==> config.mk <==
export PLATFORM = sky130hd
export DESIGN_NAME = rice_param_scheduler
export DESIGN_NICKNAME = d
export VERILOG_FILES = /design/src/rtl/rice_param_scheduler.sv
export SDC_FILE = /design/constraint.sdc
export NUM_CORES = 2
export LEC_CHECK = 0
export ABC_CLOCK_PERIOD_IN_PS = 9100
export CORE_UTILIZATION = 60
export CTS_BUF_LIST = sky130_fd_sc_hd__clkbuf_8
export CTS_CLUSTER_SIZE = 40
export DETAILED_ROUTE_END_ITERATION = 10
export GPL_TIMING_DRIVEN = 0
export PLACE_DENSITY_LB_ADDON = 0.3
export SLEW_MARGIN = 0
export SYNTH_ARGS = -nofsm -noshare
export SYNTH_HDL_FRONTEND = slang
export SYNTH_SLANG_ARGS = --single-unit
export TNS_END_PERCENT = 10
==> constraint.sdc <==
create_clock -name iClock -period 9.1 [get_ports iClock]
set_clock_uncertainty 0.2 [all_clocks]
set_input_delay 2.73 -clock iClock [delete_from_list [all_inputs] [get_ports iClock]]
set_output_delay 2.73 -clock iClock [all_outputs]
set_load 0.005 [all_outputs]
==> src/rtl/rice_param_scheduler.sv <==
// Partition scheduler for the Rice encoder: buffers one partition, finds the cheapest
// Rice parameter k from exact per-k code lengths, then replays the partition with that k.
module rice_param_scheduler #(
  parameter int unsigned PARTITION_SIZE = 64,
  parameter int unsigned ADDR_W         = 6,
  parameter int unsigned MAX_K          = 14
) (
  input  logic        iClock,
  input  logic        iReset,
  input  logic        iValid,
  input  logic [15:0] iSample,
  output logic        oReady,
  output logic        oEncValid,
  output logic [15:0] oEncSample,
  output logic [3:0]  oRiceParam,
  output logic        oParamValid,
  output logic [22:0] oCost
);

  localparam int unsigned SMP_W  = 16;
  localparam int unsigned ACC_W  = SMP_W + ADDR_W;
  localparam int unsigned COST_W = ACC_W + 1;
  localparam int unsigned K_W    = 4;

  typedef enum logic [1:0] {FILL, SELECT, DRAIN} state_e;

  state_e              state_q, state_d;
  logic [ADDR_W-1:0]   idx_q, idx_d;
  logic [K_W-1:0]      k_q, k_d;
  logic [ACC_W-1:0]    acc_q [MAX_K+1];
  logic [ACC_W-1:0]    acc_d [MAX_K+1];
  logic [K_W-1:0]      best_k_q, best_k_d;
  logic [COST_W-1:0]   best_cost_q, best_cost_d;
  logic                ready_q, ready_d;
  logic                enc_valid_q, enc_valid_d;
  logic [SMP_W-1:0]    enc_sample_q, enc_sample_d;
  logic [K_W-1:0]      param_q, param_d;
  logic                param_valid_q, param_valid_d;
  logic [COST_W-1:0]   cost_q, cost_d;

  logic [SMP_W-1:0]    mem_q [PARTITION_SIZE];
  logic                we_c;
  logic                accept_c;
  logic [SMP_W-1:0]    fold_c;
  logic [COST_W-1:0]   cost_c;
  logic                take_c;
  logic [K_W-1:0]      sel_k_c;
  logic [COST_W-1:0]   sel_cost_c;

  // Zig-zag fold identical to the encoder's mapping of signed residuals.
  assign fold_c = iSample[SMP_W-1] ? ~{iSample[SMP_W-2:0], 1'b0} : {iSample[SMP_W-2:0], 1'b0};
  assign accept_c = iValid && ready_q && (state_q == FILL);

  // Cost of the k under evaluation; ties keep the earlier (smaller) k.
  assign cost_c     = COST_W'(acc_q[k_q]) + COST_W'((32'(k_q) + 32'd1) << ADDR_W);
  assign take_c     = (k_q == '0) || (cost_c < best_cost_q);
  assign sel_k_c    = take_c ? k_q : best_k_q;
  assign sel_cost_c = take_c ? cost_c : best_cost_q;

  always_comb begin
    state_d       = state_q;
    idx_d         = idx_q;
    k_d           = k_q;
    acc_d         = acc_q;
    best_k_d      = best_k_q;
    best_cost_d   = best_cost_q;
    param_d       = param_q;
    cost_d        = cost_q;
    enc_valid_d   = 1'b0;
    enc_sample_d  = '0;
    param_valid_d = 1'b0;
    we_c          = 1'b0;
    unique case (state_q)
      FILL: begin
        if (accept_c) begin
          we_c = 1'b1;
          for (int k = 0; k <= int'(MAX_K); k++) begin
            acc_d[k] = acc_q[k] + ACC_W'(fold_c >> k);
          end
          idx_d = idx_q + ADDR_W'(1);
          if (idx_q == ADDR_W'(PARTITION_SIZE - 1)) begin
            state_d = SELECT;
            k_d     = '0;
          end
        end
      end
      SELECT: begin
        best_k_d    = sel_k_c;
        best_cost_d = sel_cost_c;
        if (k_q == K_W'(MAX_K)) begin
          param_d = sel_k_c;
          cost_d  = sel_cost_c;
          idx_d   = '0;
          state_d = DRAIN;
        end else begin
          k_d = k_q + K_W'(1);
        end
      end
      DRAIN: begin
        // Synchronous buffer read lands directly in the output register.
        enc_valid_d   = 1'b1;
        enc_sample_d  = mem_q[idx_q];
        param_valid_d = (idx_q == '0);
        idx_d         = idx_q + ADDR_W'(1);
        if (idx_q == ADDR_W'(PARTITION_SIZE - 1)) begin
          for (int k = 0; k <= int'(MAX_K); k++) begin
            acc_d[k] = '0;
          end
          idx_d   = '0;
          state_d = FILL;
        end
      end
      default: state_d = FILL;
    endcase
    ready_d = (state_d == FILL);
  end

  always_ff @(posedge iClock or negedge iReset) begin
    if (!iReset) begin
      state_q       <= FILL;
      idx_q         <= '0;
      k_q           <= '0;
      for (int k = 0; k <= int'(MAX_K); k++) begin
        acc_q[k] <= '0;
      end
      best_k_q      <= '0;
      best_cost_q   <= '0;
      ready_q       <= 1'b1;
      enc_valid_q   <= 1'b0;
      enc_sample_q  <= '0;
      param_q       <= '0;
      param_valid_q <= 1'b0;
      cost_q        <= '0;
    end else begin
      state_q       <= state_d;
      idx_q         <= idx_d;
      k_q           <= k_d;
      acc_q         <= acc_d;
      best_k_q      <= best_k_d;
      best_cost_q   <= best_cost_d;
      ready_q       <= ready_d;
      enc_valid_q   <= enc_valid_d;
      enc_sample_q  <= enc_sample_d;
      param_q       <= param_d;
      param_valid_q <= param_valid_d;
      cost_q        <= cost_d;
    end
  end

  // Single-port sample buffer: written during FILL, read during DRAIN at idx_q.
  always_ff @(posedge iClock) begin
    if (we_c) begin
      mem_q[idx_q] <= iSample;
    end
  end

  assign oReady      = ready_q;
  assign oEncValid   = enc_valid_q;
  assign oEncSample  = enc_sample_q;
  assign oRiceParam  = param_q;
  assign oParamValid = param_valid_q;
  assign oCost       = cost_q;

endmodule

**Word-level counts from Yosys, hierarchy flattened**

Memories as Yosys holds them, arrays and structs flattened.
Cells that the tools add are included.

- Register bits: 415
- Bits in writable memories: 1,024
- Input bits: 19
- Memories: 1

- $add $sub $neg: 19
- $lt $le $gt $ge: 2
- Equal/unequal tests: 9
- Mux-type cells: 29
- Bitwise gates (word level): 2
- Reductions and logical operators: 14

Memories:

| memory | depth | width | rd ports | clocked after memory_dff | wr ports | RTL line | source |
|---|---|---|---|---|---|---|---|
| mem_q | 64 | 16 | 1 | 0 | 1 | 41 | `logic [SMP_W-1:0] mem_q [PARTITION_SIZE];` |

Operator list:

| kind | number |
|---|---|
| 2-to-1 mux 330 bit | 2 |
| case mux 330 bit (2 select lines) | 1 |
| binary-select mux 22 bit (select 4 bit) | 1 |
| 2-to-1 mux 22 bit | 2 |
| 2-to-1 mux 16 bit | 2 |
| adder 22 x 11 -> 23 bit | 1 |
| < comparator 23 bit | 1 |
| 2-to-1 mux 23 bit | 1 |
| adder 22 x 10 -> 22 bit | 1 |
| adder 22 x 11 -> 22 bit | 1 |
| adder 22 x 12 -> 22 bit | 1 |
| adder 22 x 13 -> 22 bit | 1 |
| adder 22 x 14 -> 22 bit | 1 |
| adder 22 x 15 -> 22 bit | 1 |
| adder 22 x 16 -> 22 bit | 1 |
| adder 22 x 2 -> 22 bit | 1 |
| adder 22 x 3 -> 22 bit | 1 |
| adder 22 x 4 -> 22 bit | 1 |
| adder 22 x 5 -> 22 bit | 1 |
| adder 22 x 6 -> 22 bit | 1 |
| adder 22 x 7 -> 22 bit | 1 |
| adder 22 x 8 -> 22 bit | 1 |
| adder 22 x 9 -> 22 bit | 1 |
| 2-to-1 mux 6 bit | 3 |
| other kinds (28) | 46 |

**Depth between registers and ports, before layout**

- Word-level depth: 8
- Gate-level depth with buffers: 33
- Gate-level depth less buffers: 24

**Worst setup path after synthesis**

No wires, ideal clock.

- Path type: input to register
- Start point: in iSample[15]
- End point: reg acc_q[104] (netlist bit)
- Arrival time: 6.425 ns
- Required time: 8.822 ns
- Path slack: 2.396 ns
- Cell stages on the path: 15
- Path buffers: 3
- Cell sequence: clkbuf_1 -> clkbuf_1 -> xor2_1 -> ha_1 -> inv_1 -> fa_1 -> nor2b_1 -> o21ai_0 -> a21boi_0 -> o21a_1 -> o21ai_1 -> or3_1 -> clkbuf_1 -> or3_1 -> a21oi_1

- Cells in the longest elaborated chain, start to end: 4

Ends and longest elaborated chain:

| item | RTL line | source |
|---|---|---|
| start, declared | 11 | `input logic [15:0] iSample,` |
| 2-to-1 mux 16 bit | 51 | `assign fold_c = iSample[SMP_W-1] ? ~{iSample[SMP_W-2:0], 1'b0} : {iSample[SMP_W-2:0], 1'b0};` |
| adder 22 x 6 -> 22 bit | 78 | `acc_d[k] = acc_q[k] + ACC_W'(fold_c >> k);` |
| 2-to-1 mux 330 bit | 75 | `if (accept_c) begin` |
| case mux 330 bit (2 select lines) | 73 | `unique case (state_q)` |
| end signal, assigned by index | 124 | `acc_q[k] <= '0;` |
| end signal, assigned | 138 | `acc_q <= acc_d;` |
| end, declared | 30 | `logic [ACC_W-1:0] acc_q [MAX_K+1];` |

Every way passes these cells. The select of a mux whose other input is x is not followed.
A chain may end at the register's enable or synchronous reset.

**Worst setup path after layout**

- Start point: reg k_q[0]
- End point: reg best_cost_q[20]

- Cells in the longest elaborated chain, start to end: 8
- Elaborated cells on any way between the ends: 10
- Classes of those cells: 2 x add/sub; 1 x order compare; 4 x mux; 1 x bitwise; 2 x reduce/logical

Ends and longest elaborated chain:

| item | RTL line | source |
|---|---|---|
| start, declared | 29 | `logic [K_W-1:0] k_q, k_d;` |
| start signal, assigned | 137 | `k_q <= k_d;` |
| NOT 4 -> 5 bit (not written as such) | 55 | `assign cost_c = COST_W'(acc_q[k_q]) + COST_W'((32'(k_q) + 32'd1) << ADDR_W);` |
| binary-select mux 22 bit (select 4 bit) | 55 |  |
| 2-to-1 mux 22 bit (not written as such) (2 in a row) | 55 |  |
| adder 22 x 11 -> 23 bit | 55 |  |
| < comparator 23 bit | 56 | `assign take_c = (k_q == '0) \|\| (cost_c < best_cost_q);` |
| logical OR 1 bit | 56 |  |
| 2-to-1 mux 23 bit * | 58 | `assign sel_cost_c = take_c ? cost_c : best_cost_q;` |
| end signal, assigned | 140 | `best_cost_q <= best_cost_d;` |
| end, declared | 33 | `logic [COST_W-1:0] best_cost_q, best_cost_d;` |

Every way passes the cells marked *; elsewhere a longest branch is shown, timed or not. The select of a mux whose other input is x is not followed.

==> results.py <==
metrics = {
    "sta": {
        "period_needed_ns": 8.66,
        "period_share_pct": 95.1,
        "setup_viol": 0,
        "worst_hold_slack_ns": 0.276,
        "finalHoldViolCount": 0,
        "grt_setup_unrepaired": "no",
        "worst_slack_ns": 0.441,
        "slew_headroom_pct": -14.7,
        "worst_pin_slew_ns": 1.72,
        "fmax_mhz": 115,
        "slew_violations": 189,
    },
    "synth": {
        "syn_area_per_cell_um2": 13.1,
        "synth_edf_count": 1024,
        "synthTopCellsByCount": "edfxtp_1, dfrtp_1, a22oi_1",
        "netlist_top_cells_area": "edfxtp_1, dfrtp_1, a22oi_1, ha_1, nand2_1",
        "ys_seq_elements": 1439,
        "ys_types": 102,
        "syn_nets": 5143,
        "netlist_area_um2": 64500,
        "yosys_warnings": 0,
        "synth.most_common_cell": "edfxtp_1",
        "synth_top_area_cell": "edfxtp_1",
        "synth_cells": 4937,
        "ys_async_sr_fraction_pct": 28.8,
        "yosysSeqAreaShare_pct": 63.8,
        "synth_top_area_share_pct": 47.7,
        "synth-main-ff-cell": "edfxtp_1",
    },
    "worst_setup_path": {
        "cp.arrival_ns": 9.27,
        "cp-end-kind": "register",
        "worstRegToRegCells": 31,
        "r2r_slack_ns": 0.44,
        "path_common_cell": "buf_12",
        "critPathSlowestCell": "a221oi_1",
        "worstSetupPathType": "reg2reg",
        "start_kind": "register",
        "timing.rr.start": "k_q[0]$_DFFE_PN0P_",
        "crit_fanout": 10,
        "max_stage_delay_ns": 0.80,
        "critPathRequiredTime_ns": 9.71,
        "rr_endpoint": "best_cost_q[20]$_DFFE_PN0P_",
    },
    "clock_network": {
        "ctsHtreeMaxLevel": 4,
        "clockBufferDepth": 3,
        "tritoncts": "yes",
        "cts_hold_buf": 0,
        "clock-root-buffer": "clkbuf_8",
        "cts.sinks": 1439,
        "cts_made_buffers": 221,
        "clk_latency_ns": 0.99,
        "path_clk_slew_ns": 0.07,
    },
    "final_layout": {
        "drive_gt1_share_pct": 11.0,
        "seq_area_um2": 41100,
        "multiInputGateArea_um2": 21900,
        "final_nets": 5523,
        "instances_no_fill": 6917,
        "fin_area_um2": 73000,
        "num-fill-cells": 7096,
        "syn2layout_area_growth_pct": 13.2,
    },
    "floorplan": {
        "initial_utilization_pct": 60.9,
        "die-height_um": 330,
        "die_area_um2": 109000,
        "io_pins": 65,
        "rows": 119,
        "die_w_um": 330,
        "core_um2": 106000,
    },
    "detailed_routing": {
        "wl_um": 237000,
        "ant_nets": 0,
        "num_vias": 50400,
        "drt-wirelength-per-cell_um": 34.2,
        "viasPerCell": 7.28,
        "drtIter0Drc": 10200,
        "drc": 1,
        "dr.pass1.iters": 11,
    },
    "power_and_ir_drop": {
        "vdd_ir_drop_max_mv": 0.215,
        "power.total_mw": 23.1,
        "p_per_area_nw_per_um2": 317,
        "cellLeakagePower_nw": 26.5,
    },
    "global_route": {
        "antenna_found_initial": 24,
        "gr-total-overflow": 0,
        "grt_use_total_pct": 43.3,
        "grt_first_pass_wirelength_um": 331000,
        "grt_max_degree": 113,
        "grt_pass1_vias": 46400,
    },
    "place": {
        "place_inst": 6482,
        "place_ws_ns": 0.137,
        "place.gp.congestion": 1.05,
        "port_buffers": 64,
        "hpwl_um": 161000,
        "place_area_um2": 68600,
    },
    "flow_run": {
        "maxCapViolCount": 19,
    },
    "worst_hold_path": {
        "min_to": "oCost[12]$_DFFE_PN0P_",
        "holdPathStages": 2,
        "min-delay-start": "oCost[12]$_DFFE_PN0P_",
        "hold_class": "reg2reg",
    },
    "status": {
        "status": "complete, but fails checks",
        "violations": "design-rule violations, max-capacitance violations, max-slew violations",
    },
}
## through the flow
step,util (%),TNS (ns)
after floorplan,-,0
after global placement,63.2,-6034.40
after detailed placement,64.8,0
after CTS,68.8,0
after global routing,68.9,0
final,68.9,0
## power breakdown
part,switching [mW],internal [mW],total (mW)
registers,0.684,7.76,8.44
clock network,2.71,2.58,5.29
logic,6.43,2.95,9.38
## critical path: cells and delay by family (launching register included)
family | cells | cell delay, ns
flops | 1 | 0.37
compound gates | 7 | 2.36
mux | 2 | 0.49
buf+inv | 10 | 2.47
fa+ha+maj | 3 | 0.97
simple gates | 9 | 1.60
## layer usage
metal  vias to the layer above  GRT usage, %  part of all wire [%]
met5                         -          1.91                  0.28
met4                        28          24.9                   7.4
met3                      1156          21.6                    18
met2                      4900          57.8                    40
li1                      20000             -                     -
met1                     24300          56.8                    34
## layout make-up
| class | count | share of cell area [%] |
|---|---|---|
| inverter | 127 | 0.653 |
| tap | 1391 | 2.38 |
| sequential | 1439 | 56.4 |
| clock inverter | 164 | 1.20 |
| buffer | 276 | 1.66 |
| multi-input combinational | 3094 | 30.0 |
| antenna | 20 | 0.0686 |
| timing repair buffer | 158 | 2.99 |
| clock buffer | 248 | 4.68 |
## placed cells by master (no fill, tap or decap), types with 90 or more instances in the layout
cell type | Yosys | routed
dfrtp_1 | 414 | 414
edfxtp_1 | 1024 | 1024
nand3_1 | 96 | 96
o21ai_0 | 231 | 231
nor2_1 | 326 | 262
inv_1 | 124 | 213
ha_1 | 171 | 171
a31oi_1 | 90 | 90
a22oi_1 | 398 | 398
xor2_1 | 121 | 115
clkbuf_1 | 196 | 187
nand2_1 | 366 | 366
a21oi_1 | 151 | 151
clkbuf_8 | 0 | 248
mux2i_1 | 92 | 92
## registers in the layout (all words and copies together) (netlist names)
register and flops:
mem_q 1024, best_k_q 4, best_cost_q 23, state_q 2, oReady 1, oCost 23
oRiceParam 4, acc_q 330, oEncSample 16, oParamValid 1, oEncValid 1, idx_q 6
k_q 4
## what timing repair did
action / in CTS / in global routing
setup endpoints to repair: 0 / 5
setup buffers: 0 / 0
resized for setup: 0 / 0
## worst max path at each step
stage / cells after the start / end / slack (ns) / start
2_1_floorplan: 15 / acc_q[104]$_DFFE_PN0P_ / 2.40 / iSample[15]
3_3_place_gp: 1 / oEncSample[11]$_DFF_PN0_ / -14.19 / iReset
3_5_place_dp: 15 / acc_q[118]$_DFFE_PN0P_ / 0.14 / iSample[15]
4_1_cts: 28 / best_cost_q[20]$_DFFE_PN0P_ / 0.57 / k_q[1]$_DFFE_PN0P_
5_1_grt: 31 / best_cost_q[20]$_DFFE_PN0P_ / 0.14 / k_q[0]$_DFFE_PN0P_
6_report: 31 / best_cost_q[20]$_DFFE_PN0P_ / 0.44 / k_q[0]$_DFFE_PN0P_
## kinds of logic (layout without fill, tap and decap cells)
| family | count (synthesis) | count (layout) | share of synthesized area, % |
|---|---|---|---|
| buf+inv | 404 | 973 | 2.60 |
| flops | 1439 | 1439 | 63.8 |
| other cells | 0 | 20 | 0 |
| fa+ha+maj | 187 | 187 | 3.81 |
| simple gates | 1171 | 1171 | 8.57 |
| xor+xnor | 203 | 203 | 2.76 |
| compound gates | 1379 | 1379 | 15.1 |
| mux | 154 | 154 | 3.40 |
No activity file was read; power rests on OpenSTA's default activity.
